$ cat src/rtl/ps2_pkg.sv
// Shared PS/2 receiver definitions: frame size, FSM encodings and parity helper.
package ps2_pkg;

  localparam int PS2_FRAME_BITS = 11;

  typedef enum logic [1:0] {
    RX_IDLE,
    RX_DATA,
    RX_PARITY,
    RX_STOP
  } rx_state_e;

  typedef enum logic [1:0] {
    CONS_IDLE,
    CONS_VALID,
    CONS_WAIT
  } cons_state_e;

  // A frame is good when data plus parity bit carries an odd number of ones.
  function automatic logic odd_parity(input logic [7:0] b, input logic p);
    return ^{b, p};
  endfunction

endpackage

$ cat src/rtl/ps2_rx_fifo.sv
// Synchronous FIFO with registered occupancy; DEPTH must be a power of two.
// Shared by the keyboard and (future) mouse receive channels.
module ps2_rx_fifo #(
  parameter int WIDTH = 8,
  parameter int DEPTH = 16
) (
  input  logic                     clk,
  input  logic                     rst_n,
  input  logic                     en,
  input  logic                     push,
  input  logic                     pop,
  input  logic [WIDTH-1:0]         din,
  output logic [WIDTH-1:0]         head,
  output logic                     empty,
  output logic                     full,
  output logic [$clog2(DEPTH):0]   fill
);

  localparam int AW = $clog2(DEPTH);

  logic [WIDTH-1:0] mem_q [DEPTH];
  logic [AW-1:0]    wr_ptr_q, wr_ptr_d;
  logic [AW-1:0]    rd_ptr_q, rd_ptr_d;
  logic [AW:0]      cnt_q, cnt_d;
  logic             do_push, do_pop;

  assign empty = (cnt_q == '0);
  assign full  = (cnt_q == (AW+1)'(DEPTH));
  assign fill  = cnt_q;
  assign head  = mem_q[rd_ptr_q];

  // NOTE: every output of an always_comb gets a default first, so no path can leave it unassigned and infer a latch.
  always_comb begin
    do_push  = en & push & ~full;
    do_pop   = en & pop & ~empty;
    wr_ptr_d = wr_ptr_q;
    rd_ptr_d = rd_ptr_q;
    cnt_d    = cnt_q;
    if (do_push) wr_ptr_d = wr_ptr_q + AW'(1);
    if (do_pop)  rd_ptr_d = rd_ptr_q + AW'(1);
    case ({do_push, do_pop})
      2'b10:   cnt_d = cnt_q + (AW+1)'(1);
      2'b01:   cnt_d = cnt_q - (AW+1)'(1);
      default: cnt_d = cnt_q;
    endcase
  end

  // NOTE: sequential state uses non-blocking assignments so every flop samples pre-edge values.
  always_ff @(posedge clk or negedge rst_n) begin
    if (!rst_n) begin
      wr_ptr_q <= '0;
      rd_ptr_q <= '0;
      cnt_q    <= '0;
    end else begin
      wr_ptr_q <= wr_ptr_d;
      rd_ptr_q <= rd_ptr_d;
      cnt_q    <= cnt_d;
    end
  end

  // NOTE: storage is deliberately not reset; pointers and count alone define what is valid, so it can map to RAM.
  always_ff @(posedge clk) begin
    if (do_push) mem_q[wr_ptr_q] <= din;
  end

endmodule

$ cat src/rtl/ps2_rx_param.sv
// PS/2 device-to-host receiver: clock deglitch, frame check, FIFO, valid/ack handshake.
// Optional partial-frame timeout enabled by defining PS2_RX_TIMEOUT_EN.
module ps2_rx_param
  import ps2_pkg::*;
#(
  parameter int FILTER_LEN     = 8,
  parameter int FIFO_DEPTH     = 16,
  parameter int TIMEOUT_CYCLES = 50000
) (
  input  logic                          clock_25m,
  input  logic                          reset_25m_n,
  input  logic                          clock_valid,
  input  logic                          PS2_CLK,
  input  logic                          PS2_DAT,
  input  logic                          ack,
  output logic [7:0]                    data,
  output logic                          valid,
  output logic                          parity_err,
  output logic                          frame_err,
  output logic                          overflow,
  output logic [$clog2(FIFO_DEPTH):0]   fill
);

  localparam int DATA_BITS = PS2_FRAME_BITS - 3;

  // Synchronisers run every cycle so clock_valid gaps never widen metastability windows.
  logic [1:0] clk_sync_q, dat_sync_q;
  logic       clk_s, dat_s;

  always_ff @(posedge clock_25m or negedge reset_25m_n) begin
    if (!reset_25m_n) begin
      clk_sync_q <= 2'b11;
      dat_sync_q <= 2'b11;
    end else begin
      clk_sync_q <= {clk_sync_q[0], PS2_CLK};
      dat_sync_q <= {dat_sync_q[0], PS2_DAT};
    end
  end

  assign clk_s = clk_sync_q[1];
  assign dat_s = dat_sync_q[1];

  logic [FILTER_LEN-1:0] flt_q, flt_d;
  logic                  filt_q, filt_d;
  logic                  fall;

  always_comb begin
    flt_d  = flt_q;
    filt_d = filt_q;
    fall   = 1'b0;
    if (clock_valid) begin
      flt_d = {flt_q[FILTER_LEN-2:0], clk_s};
      if (flt_q == '0)  filt_d = 1'b0;
      else if (&flt_q)  filt_d = 1'b1;
      fall = filt_q & ~filt_d;
    end
  end

  logic timeout_hit;

`ifdef PS2_RX_TIMEOUT_EN
  localparam int TW = (TIMEOUT_CYCLES > 2) ? $clog2(TIMEOUT_CYCLES) : 1;

  logic [TW-1:0] to_cnt_q, to_cnt_d;
  logic          rise;
  rx_state_e     rx_state_q;

  always_comb begin
    to_cnt_d    = to_cnt_q;
    timeout_hit = 1'b0;
    rise        = clock_valid & ~filt_q & filt_d;
    if (clock_valid) begin
      if (fall || rise || rx_state_q == RX_IDLE) begin
        to_cnt_d = '0;
      end else if (to_cnt_q == TW'(TIMEOUT_CYCLES - 1)) begin
        timeout_hit = 1'b1;
        to_cnt_d    = '0;
      end else begin
        to_cnt_d = to_cnt_q + TW'(1);
      end
    end
  end

  always_ff @(posedge clock_25m or negedge reset_25m_n) begin
    if (!reset_25m_n) to_cnt_q <= '0;
    else              to_cnt_q <= to_cnt_d;
  end
`else
  localparam int unused_timeout_cycles = TIMEOUT_CYCLES;
  rx_state_e rx_state_q;

  assign timeout_hit = 1'b0;
`endif

  rx_state_e rx_state_d;
  logic [2:0] bitcnt_q, bitcnt_d;
  logic [7:0] byte_q, byte_d;
  logic       par_q, par_d;
  logic       push, perr_set, ferr_set, ovf_set;
  logic       perr_q, perr_d, ferr_q, ferr_d, ovf_q, ovf_d;
  logic       fifo_full, fifo_empty, pop;
  logic [7:0] fifo_head;

  always_comb begin
    rx_state_d = rx_state_q;
    bitcnt_d   = bitcnt_q;
    byte_d     = byte_q;
    par_d      = par_q;
    push       = 1'b0;
    perr_set   = 1'b0;
    ferr_set   = 1'b0;
    ovf_set    = 1'b0;
    if (fall) begin
      case (rx_state_q)
        RX_IDLE: begin
          if (!dat_s) begin
            rx_state_d = RX_DATA;
            bitcnt_d   = '0;
          end
        end
        RX_DATA: begin
          byte_d   = {dat_s, byte_q[7:1]};
          bitcnt_d = bitcnt_q + 3'd1;
          if (bitcnt_q == 3'(DATA_BITS - 1)) rx_state_d = RX_PARITY;
        end
        RX_PARITY: begin
          par_d      = dat_s;
          rx_state_d = RX_STOP;
        end
        RX_STOP: begin
          // A bad stop bit outranks bad parity: report framing only.
          if (!dat_s)                         ferr_set = 1'b1;
          else if (!odd_parity(byte_q, par_q)) perr_set = 1'b1;
          else if (fifo_full)                  ovf_set  = 1'b1;
          else                                 push     = 1'b1;
          rx_state_d = RX_IDLE;
        end
        default: rx_state_d = RX_IDLE;
      endcase
    end else if (timeout_hit) begin
      rx_state_d = RX_IDLE;
      ferr_set   = 1'b1;
    end
    // Pulses hold across disabled cycles so each lasts one enabled cycle.
    perr_d = clock_valid ? perr_set : perr_q;
    ferr_d = clock_valid ? ferr_set : ferr_q;
    ovf_d  = clock_valid ? ovf_set  : ovf_q;
  end

  cons_state_e cons_q, cons_d;
  logic        valid_q, valid_d;
  logic [7:0]  data_q, data_d;

  always_comb begin
    cons_d  = cons_q;
    valid_d = valid_q;
    data_d  = data_q;
    pop     = 1'b0;
    if (clock_valid) begin
      case (cons_q)
        CONS_IDLE: begin
          if (!fifo_empty) begin
            cons_d  = CONS_VALID;
            valid_d = 1'b1;
            data_d  = fifo_head;
          end
        end
        CONS_VALID: begin
          if (ack) begin
            pop     = 1'b1;
            cons_d  = CONS_WAIT;
            valid_d = 1'b0;
          end
        end
        CONS_WAIT: begin
          if (!ack) cons_d = CONS_IDLE;
        end
        default: begin
          cons_d  = CONS_IDLE;
          valid_d = 1'b0;
        end
      endcase
    end
  end

  always_ff @(posedge clock_25m or negedge reset_25m_n) begin
    if (!reset_25m_n) begin
      flt_q      <= '1;
      filt_q     <= 1'b1;
      rx_state_q <= RX_IDLE;
      bitcnt_q   <= '0;
      byte_q     <= '0;
      par_q      <= 1'b0;
      perr_q     <= 1'b0;
      ferr_q     <= 1'b0;
      ovf_q      <= 1'b0;
      cons_q     <= CONS_IDLE;
      valid_q    <= 1'b0;
      data_q     <= '0;
    end else begin
      flt_q      <= flt_d;
      filt_q     <= filt_d;
      rx_state_q <= rx_state_d;
      bitcnt_q   <= bitcnt_d;
      byte_q     <= byte_d;
      par_q      <= par_d;
      perr_q     <= perr_d;
      ferr_q     <= ferr_d;
      ovf_q      <= ovf_d;
      cons_q     <= cons_d;
      valid_q    <= valid_d;
      data_q     <= data_d;
    end
  end

  ps2_rx_fifo #(
    .WIDTH (8),
    .DEPTH (FIFO_DEPTH)
  ) u_fifo (
    .clk   (clock_25m),
    .rst_n (reset_25m_n),
    .en    (clock_valid),
    .push  (push),
    .pop   (pop),
    .din   (byte_q),
    .head  (fifo_head),
    .empty (fifo_empty),
    .full  (fifo_full),
    .fill  (fill)
  );

  assign data       = data_q;
  assign valid      = valid_q;
  assign parity_err = perr_q;
  assign frame_err  = ferr_q;
  assign overflow   = ovf_q;

endmodule

$ cat config.mk
export PLATFORM = sky130hd
export DESIGN_NAME = ps2_rx_param
export DESIGN_NICKNAME = d
export VERILOG_FILES = /design/src/rtl/ps2_pkg.sv /design/src/rtl/ps2_rx_fifo.sv /design/src/rtl/ps2_rx_param.sv
export SDC_FILE = /design/constraint.sdc
export NUM_CORES = 1
export LEC_CHECK = 0
export ABC_AREA = 1
export BUFFER_PORTS_ARGS = -buffer_cell sky130_fd_sc_hd__buf_2
export CAP_MARGIN = 40
export CORE_ASPECT_RATIO = 0.8
export CORE_MARGIN = 2
export CORE_UTILIZATION = 55
export DETAILED_ROUTE_END_ITERATION = 7
export PLACE_DENSITY = 0.72
export SETUP_SLACK_MARGIN = 0.4
export SLEW_MARGIN = 20
export SYNTH_ARGS = -nofsm -noshare
export SYNTH_HDL_FRONTEND = slang
export SYNTH_HIERARCHICAL = 1
export SYNTH_SLANG_ARGS = --single-unit
export TNS_END_PERCENT = 20
$ cat constraint.sdc
create_clock -name clock_25m -period 5.9 [get_ports clock_25m]
set_clock_uncertainty 0.05 [all_clocks]
set_input_delay 1.475 -clock clock_25m [delete_from_list [all_inputs] [get_ports clock_25m]]
set_output_delay 1.475 -clock clock_25m [all_outputs]
set_load 0.01 [all_outputs]
# --- Word-level counts from Yosys, hierarchy flattened ---
# Memory sizes are Yosys's and may differ from the RTL's. A register that Yosys moved wholly into a read port is not among the register bits.
# Cells that the tools add are included.
op_classes:
  n_bitwise: 9
  muxes: 39
  eq_ne: 14
  multipliers: 0
  magnitude_cmp: 0
  addsub: 5
  n_reduce_logical: 16
  n_div: 0
  shifts: 0
op_table:
  columns: ["op", "n"]
  rows:
  - ["1-bit two-way mux", 28]
  - ["2-bit two-way mux", 5]
  - ["2-bit inequality test (second input constant)", 5]
  - ["5-bit one-hot mux with 2 select lines", 1]
  - ["3-bit AND reduction", 3]
  - ["9-bit parity", 1]
  - ["4-bit by 1-bit adder with 4-bit output (second input constant)", 2]
  - ["2-bit equality test (second input constant)", 4]
  - ["8-bit logical NOT", 1]
  - ["2-bit one-hot mux with 4 select lines", 1]
  - ["4-bit AND reduction", 2]
  - ["8-bit AND reduction", 1]
  - ["2-bit by 1-bit equality test with 1-bit output (second input constant)", 3]
  - ["2-bit one-hot mux with 3 select lines", 1]
  - ["3-bit one-hot mux with 2 select lines", 1]
  - ["5-bit by 1-bit adder with 5-bit output (second input constant)", 1]
  - ["1-bit AND", 5]
  - ["5-bit equality test (second input constant)", 1]
  - ["5-bit logical NOT", 1]
  - ["5-bit by 1-bit subtractor with 5-bit output (second input constant)", 1]
  - ["2-bit logical NOT", 2]
  - ["1-bit NOT", 4]
  - ["2-bit AND reduction", 2]
  - ["2-bit nonzero test", 2]
  - ["5 further kinds", 5]
totals:
  inputBits: 6
  elab_cells: 100
  register_bits: 46
  latch_bits: 0
  out_inout_bits: 17
  ram_bits: 128
  mem_count: 1
  romBits: 0
memory_table:
  columns: ["memory", "words", "word_bits", "rd", "rd_ports_with_merged_regs", "write_ports", "line_no", "source"]
  rows:
  - ["u_fifo.mem_q", 16, 8, 1, 1, 1, "ps2_rx_fifo.sv:21", "logic [WIDTH-1:0] mem_q [DEPTH];"]

# --- Depth between registers and ports, before layout ---
logic_depth:
  word_depth: 12
  depth_mapped: 22
  ltp_nobuf: 21

# --- Cells and area by module ---
# Netlist, hierarchy kept.
by_module_without_submodules:
  columns: ["mod", "n_inst", "cells_each", "area_per_inst_um2"]
  rows:
  - ["ps2_rx_fifo", 1, 643, 6422.4]
  - ["ps2_rx_param", 1, 241, 2070.7]

# --- Least setup slack after synthesis ---
# No wires, ideal clock.
synth_timing:
  path_type: "input -> register"
  startpoint: "input port clock_valid"
  endpoint: "register u_fifo.cnt_q[4] (netlist: u_fifo/fill[4])"
  stages: 16
  arrival_time_ns: 3.210
  slack_ns: 2.524
  path_cell_list: "clkbuf_1 > nand3_1 > inv_1 > nand3_1 > inv_2 > ha_1 > inv_1 > fa_1 > inv_1 > nand2_1 > nand2_1 > nand2_1 > nand3_1 > nand2_1 > nand2_1 > nand2_1"
synth_via:
  word_cells_on_any_way: 11
  cone_classes: "eq/ne: 2; mux: 4; bitwise: 4; reduce/logical: 1"
synth_lines:
  columns: ["item", "line_no", "source"]
  rows:
  - ["from (decl)", "ps2_rx_param.sv:12", "input logic clock_valid,"]
  - ["1-bit two-way mux (*)", "ps2_rx_param.sv:159", "if (clock_valid) begin"]
  - ["via pop", "ps2_rx_param.sv:101", "logic fifo_full, fifo_empty, pop;"]
  - ["1-bit AND (*) (2 in series)", "ps2_rx_fifo.sv:35", "do_pop = en & pop & ~empty;"]
  - ["via u_fifo.do_pop", "ps2_rx_fifo.sv:25", "logic do_push, do_pop;"]
  - ["2-bit by 1-bit equality test with 1-bit output or 2-bit equality test (tied branches)", "ps2_rx_fifo.sv:41", "case ({do_push, do_pop})"]
  - ["5-bit one-hot mux with 2 select lines or 2-bit nonzero test (tied branches)", null, null]
  - ["to (signal assigned)", "ps2_rx_fifo.sv:57", "cnt_q <= cnt_d;"]
  - ["to (decl)", "ps2_rx_fifo.sv:24", "logic [AW:0] cnt_q, cnt_d;"]
# Mark *: on every way through the listed nets, which the timed path passes. The rest lies on a longest branch.
# A chain may end at the register's enable or synchronous reset.

# --- Worst setup path in the final report ---
layout_timing:
  startpoint: "register byte_q[2]"
  endpoint: "register u_fifo.cnt_q[4] (netlist: u_fifo/fill[4])"
layout_via:
  elab_chain_cells: 9
  word_cells_on_any_way: 11
  cone_classes: "eq/ne: 2; mux: 5; bitwise: 2; reduce/logical: 2"
layout_rtl:
  columns: ["item", "line_no", "source"]
  rows:
  - ["from (decl)", "ps2_rx_param.sv:97", "logic [7:0] byte_q, byte_d;"]
  - ["from (signal assigned)", "ps2_rx_param.sv:205", "byte_q <= byte_d;"]
  - ["9-bit parity (*)", "ps2_pkg.sv:21", "return ^{b, p};"]
  - ["1-bit two-way mux (*)", "ps2_rx_param.sv:133", "else if (!odd_parity(byte_q, par_q)) perr_set = 1'b1;"]
  - ["1-bit two-way mux (*)", "ps2_rx_param.sv:132", "if (!dat_s) ferr_set = 1'b1;"]
  - ["1-bit two-way mux (*)", "ps2_rx_param.sv:114", "case (rx_state_q)"]
  - ["1-bit two-way mux (*)", "ps2_rx_param.sv:113", "if (fall) begin"]
  - ["via push", "ps2_rx_param.sv:99", "logic push, perr_set, ferr_set, ovf_set;"]
  - ["1-bit AND (*) (2 in series)", "ps2_rx_fifo.sv:34", "do_push = en & push & ~full;"]
  - ["2-bit by 1-bit equality test with 1-bit output or 2-bit equality test (tied branches)", "ps2_rx_fifo.sv:41", null]
  - ["5-bit one-hot mux with 2 select lines or 2-bit nonzero test (tied branches)", null, null]
# Marked as above.

==> results <==
- In this run, the number of DRC markers left after iteration 0 of detailed routing was 683.
- The detail route stage leaves a number of antenna-violating nets equal to 0.
- The number of global-route vias before repair is approximately 5600.
- Data on the critical path is required at its endpoint by 6.17 ns.
- STA classifies the critical path startpoint as a flop.
- The final weighted congestion in routability-driven placement is just under 0.9.
- The number of nets in the synthesized netlist is slightly above 900.
- In the finished design, the share of the clock period the worst path needs comes to 63.7%.
- The path class of the lowest-slack min-delay path is reg -> reg.
- The final setup TNS is 0 ns.
- The pre-CTS worst setup slack is approximately 1.8 ns.
- Clock tree synthesis inserted a total of 17 buffers.
- In this run the mean area of a mapped cell was roughly 9.6 um2.
- The top cell type by total area after synthesis is sky130_fd_sc_hd__edfxtp_1.
- The capturing element type of the critical path is a flop.
- The number of buffers added for setup after CTS is 0.
- Across every metal layer, demand over resource in global routing totals between 20% and 30%.
- For this run, the slowest stage of the critical path takes between 0.8 and 0.9 ns.
- The average detailed-routed wire length per instance is between 15 and 20 um.
- The total overflow left after global routing is 0.
- Summing over every cut layer, the via total after detailed routing is 5889.
- The sequential fraction of the synthesis area is roughly three fifths.
- The count of TritonRoute iterations in the first routing pass is 6.
- The total count of max-transition violations in the final report was 0.
- Summing every instance area after synthesis gives around 0.0085 mm2.
- The CTS tree is yes.
- The register bit count reported by yosys is about 180.
- For this run, design rule violations remaining after detail routing come to 0.
- The number of distinct standard cells referenced by the synthesized netlist is 39.
- For this configuration, the core starts out at a cell density of roughly 56%.
- The synthesis-to-finish area growth is 10.1%.
- The critical path is of the reg -> reg type.
- The floorplan has 40 rows.
- At the worst endpoint, the arrival time is roughly 4 ns.
- Gates resized during post-CTS repair numbered 0.
- Clock-pin slew was measured on the worst setup and hold paths at about 0.070 ns.
- Setup repair after global routing left no endpoint under its margin.
- The area of the core is 0.0151 mm2.
- The number of antenna violations at the first check in global routing was 0.
- The maximum frequency from static timing analysis is about 270 MHz.
- The total power divided by cell area is 419 mW/mm2.
- The critical path goes through inv_1, nand2_1, nand3_1, nand2_1, nand2_1, nand3_1, nand2_1, nor2_1, nand3_2, ha_1, ha_1, nand2_1, nand2_1, nand2_1, nand3_1, nand2_1, nand2_1, nand2_1.
- For this run, the post-layout net count is 941.
- The worst hold slack is ~0.31 ns.
- The first global-routing pass estimated 28300 um of wire.
- The clock passes through at most 2 buffers.
- The clock reaches the later pin of the worst-skew pair after 0.43 ns.
- Among all stages on the critical path, the largest delay is contributed by sky130_fd_sc_hd__dfrtp_1.
- Counting every sink on the clock net gives 182.
- The transition time at the pin with the least slew margin is a little over 0.8 ns.
- The total of max-cap violations is 0.
- Setup violations remaining at the end of the flow were counted as 0.
- In this design, the critical path's most frequently occurring cell is sky130_fd_sc_hd__nand2_1.
- The setup slack of the critical path after layout is between 2 and 2.5 ns.
- The minimum clock period is 3.76 ns.
- Entering global routing, the biggest net connects a little under 70 pins.
- The number of inserted diodes is 0.
- The share of Yosys cell area claimed by the top area cell type is a little under half.
- Cells with a size suffix above 1 make up between 10% and 20% of the layout.
- Dividing the detail-routed via count by the number of cells gives 5.16.
- The width of the chip is around 140 um.
- The static leakage power is approximately 4.3 nW.
- The cell count after synthesis is 884.
- The buffer type at the clock tree root is sky130_fd_sc_hd__clkbuf_16.
- After synthesis, the cell types taking the most area are sky130_fd_sc_hd__edfxtp_1 45%, sky130_fd_sc_hd__nand2_1 12%, sky130_fd_sc_hd__dfrtp_1 12%.
- The number of top-level design ports is 23.
- The worst-case IR drop observed on VDD is 0.000218 V.
- The hold violation total from the final report is 0.
- The flow ran to the end, and the final reports show no timing, DRC or antenna violations.
- The die is ~120 um tall.
- The final HPWL from detailed placement is ~12000 um.
- The number of levels the H-tree was split into is 4.
- The headroom to the max-slew limit is 44.9%.
- Buffers inserted to repair hold after CTS numbered 0.
- The count of buffers inserted at the top-level ports is 22.
- The Yosys step of the flow raised 6 warnings.
- The detailed-route wire length is approximately 18000 um.
- In this run the worst path has a maximum fanout of 23.
- The die covers ~0.016 mm2.
==> power by group <==
part           switching, mW  leakage, nW  internal (mW)  total, mW
sequential             0.181         1.84           1.58       1.76
clock                  0.456        0.253          0.552       1.01
combinational          0.785         2.23          0.372       1.16
total                   1.42         4.33           2.50       3.92
==> state kept, by name (all words and copies together) (netlist names), 2 cells and up <==
name,cells
u_fifo/mem_q,128
data,8
u_fifo/rd_ptr_q,4
cons_q,2
u_fifo/wr_ptr_q,4
rx_state_q,2
dat_sync_q,2
byte_q,8
flt_q,8
u_fifo/fill,5
bitcnt_q,3
clk_sync_q,2
==> routing by layer <==
layer	vias up	GRT usage, %	share of wire (%)
li1	2883	-	-
met1	2716	32.5	45
met2	253	34.7	44
met3	37	6.83	9.1
met4	0	8.25	2.1
met5	-	0	0
==> critical path, delay by kind of cell, from the launching register on <==
family                     cells  cell delay [ns]
and+or+nand+nor               15             1.62
buffers and inverters          1             0.19
adders and majority gates      2             0.88
DFF                            1             0.88
==> final cells by class <==
class / count / area [um2]
sequential: 182 / 5210
inverter: 168 / 633
clock buffer: 21 / 460
timing repair buffer: 46 / 285
fill: 1213 / 5710
clock inverter: 11 / 58.8
tap: 210 / 263
multi-input combinational: 503 / 2440
==> layout by cell type (no fill, tap or decap), types with 5 or more instances in the layout <==
master                      count
sky130_fd_sc_hd__edfxtp_1     128
sky130_fd_sc_hd__nor3_1        16
sky130_fd_sc_hd__inv_2         57
sky130_fd_sc_hd__buf_2         38
sky130_fd_sc_hd__nand2_1      277
sky130_fd_sc_hd__dfstp_2       13
sky130_fd_sc_hd__clkinv_2       6
sky130_fd_sc_hd__nand4_1        6
sky130_fd_sc_hd__dfrtp_1       40
sky130_fd_sc_hd__clkinv_1       5
sky130_fd_sc_hd__nand3_1      114
sky130_fd_sc_hd__inv_1        108
sky130_fd_sc_hd__o21ai_0       22
sky130_fd_sc_hd__clkbuf_16     17
sky130_fd_sc_hd__o21ai_2       10
sky130_fd_sc_hd__nor2_1        15
sky130_fd_sc_hd__ha_1          16
==> worst paths after layout <==
check | from | to | slack (ns) | cells after the start
worst min register to register | dat_sync_q[0]$_DFF_PN1_ | dat_sync_q[1]$_DFF_PN1_ | 0.31 | 0
worst max register to register | byte_q[2]$_DFFE_PN0P_ | u_fifo/fill[4]$_DFFE_PN0P_ | 2.14 | 18
worst max-delay path | byte_q[2]$_DFFE_PN0P_ | u_fifo/fill[4]$_DFFE_PN0P_ | 2.14 | 18
min in group asynchronous | reset_25m_n | data[7]$_DFFE_PN0P_ | 1.10 | 2
max in group asynchronous | reset_25m_n | u_fifo/rd_ptr_q[0]$_DFFE_PN0P_ | 4.22 | 2
worst min-delay path | dat_sync_q[0]$_DFF_PN1_ | dat_sync_q[1]$_DFF_PN1_ | 0.31 | 0
==> through the flow <==
step           power [mW]  utilization (%)  instances  instance area, um2
3_5_place_dp         2.91             58.5       1107                8810
6_report             3.92             62.1       1141                9350
3_3_place_gp         2.87             57.6       1088                8680
5_1_grt              4.17             62.1       1141                9350
4_1_cts              3.91             61.9       1139                9330
2_1_floorplan        2.57                -        884                8490
==> logic make-up (layout without fill, tap and decap cells) <==
family / Yosys count / after routing / share of synthesized area [%]
AND/OR/NAND/NOR: 438 / 438 / 22.3
buffers and inverters: 199 / 246 / 9.93
flip-flops: 182 / 182 / 61.4
AO/OA/AOI/OAI: 42 / 42 / 3.18
adder cells (fa/ha/maj): 17 / 17 / 2.59
XOR/XNOR: 6 / 6 / 0.619
==> synthesized netlist by cell type, drive strengths merged <==
library cell / number
o31ai: 1
nor3: 16
dfstp: 13
nand4: 7
nand3: 115
xor2: 3
o311ai: 1
clkinv: 3
clkbuf: 3
a21boi: 1
nand3b: 1
edfxtp: 128
fa: 1
dfrtp: 41
o211ai: 1
o21ai: 36
buf: 28
nand2: 280
a21oi: 2
nor2: 18
xnor2: 3
inv: 165
ha: 16
or2: 1
No activity file was read; power rests on OpenSTA's default activity.
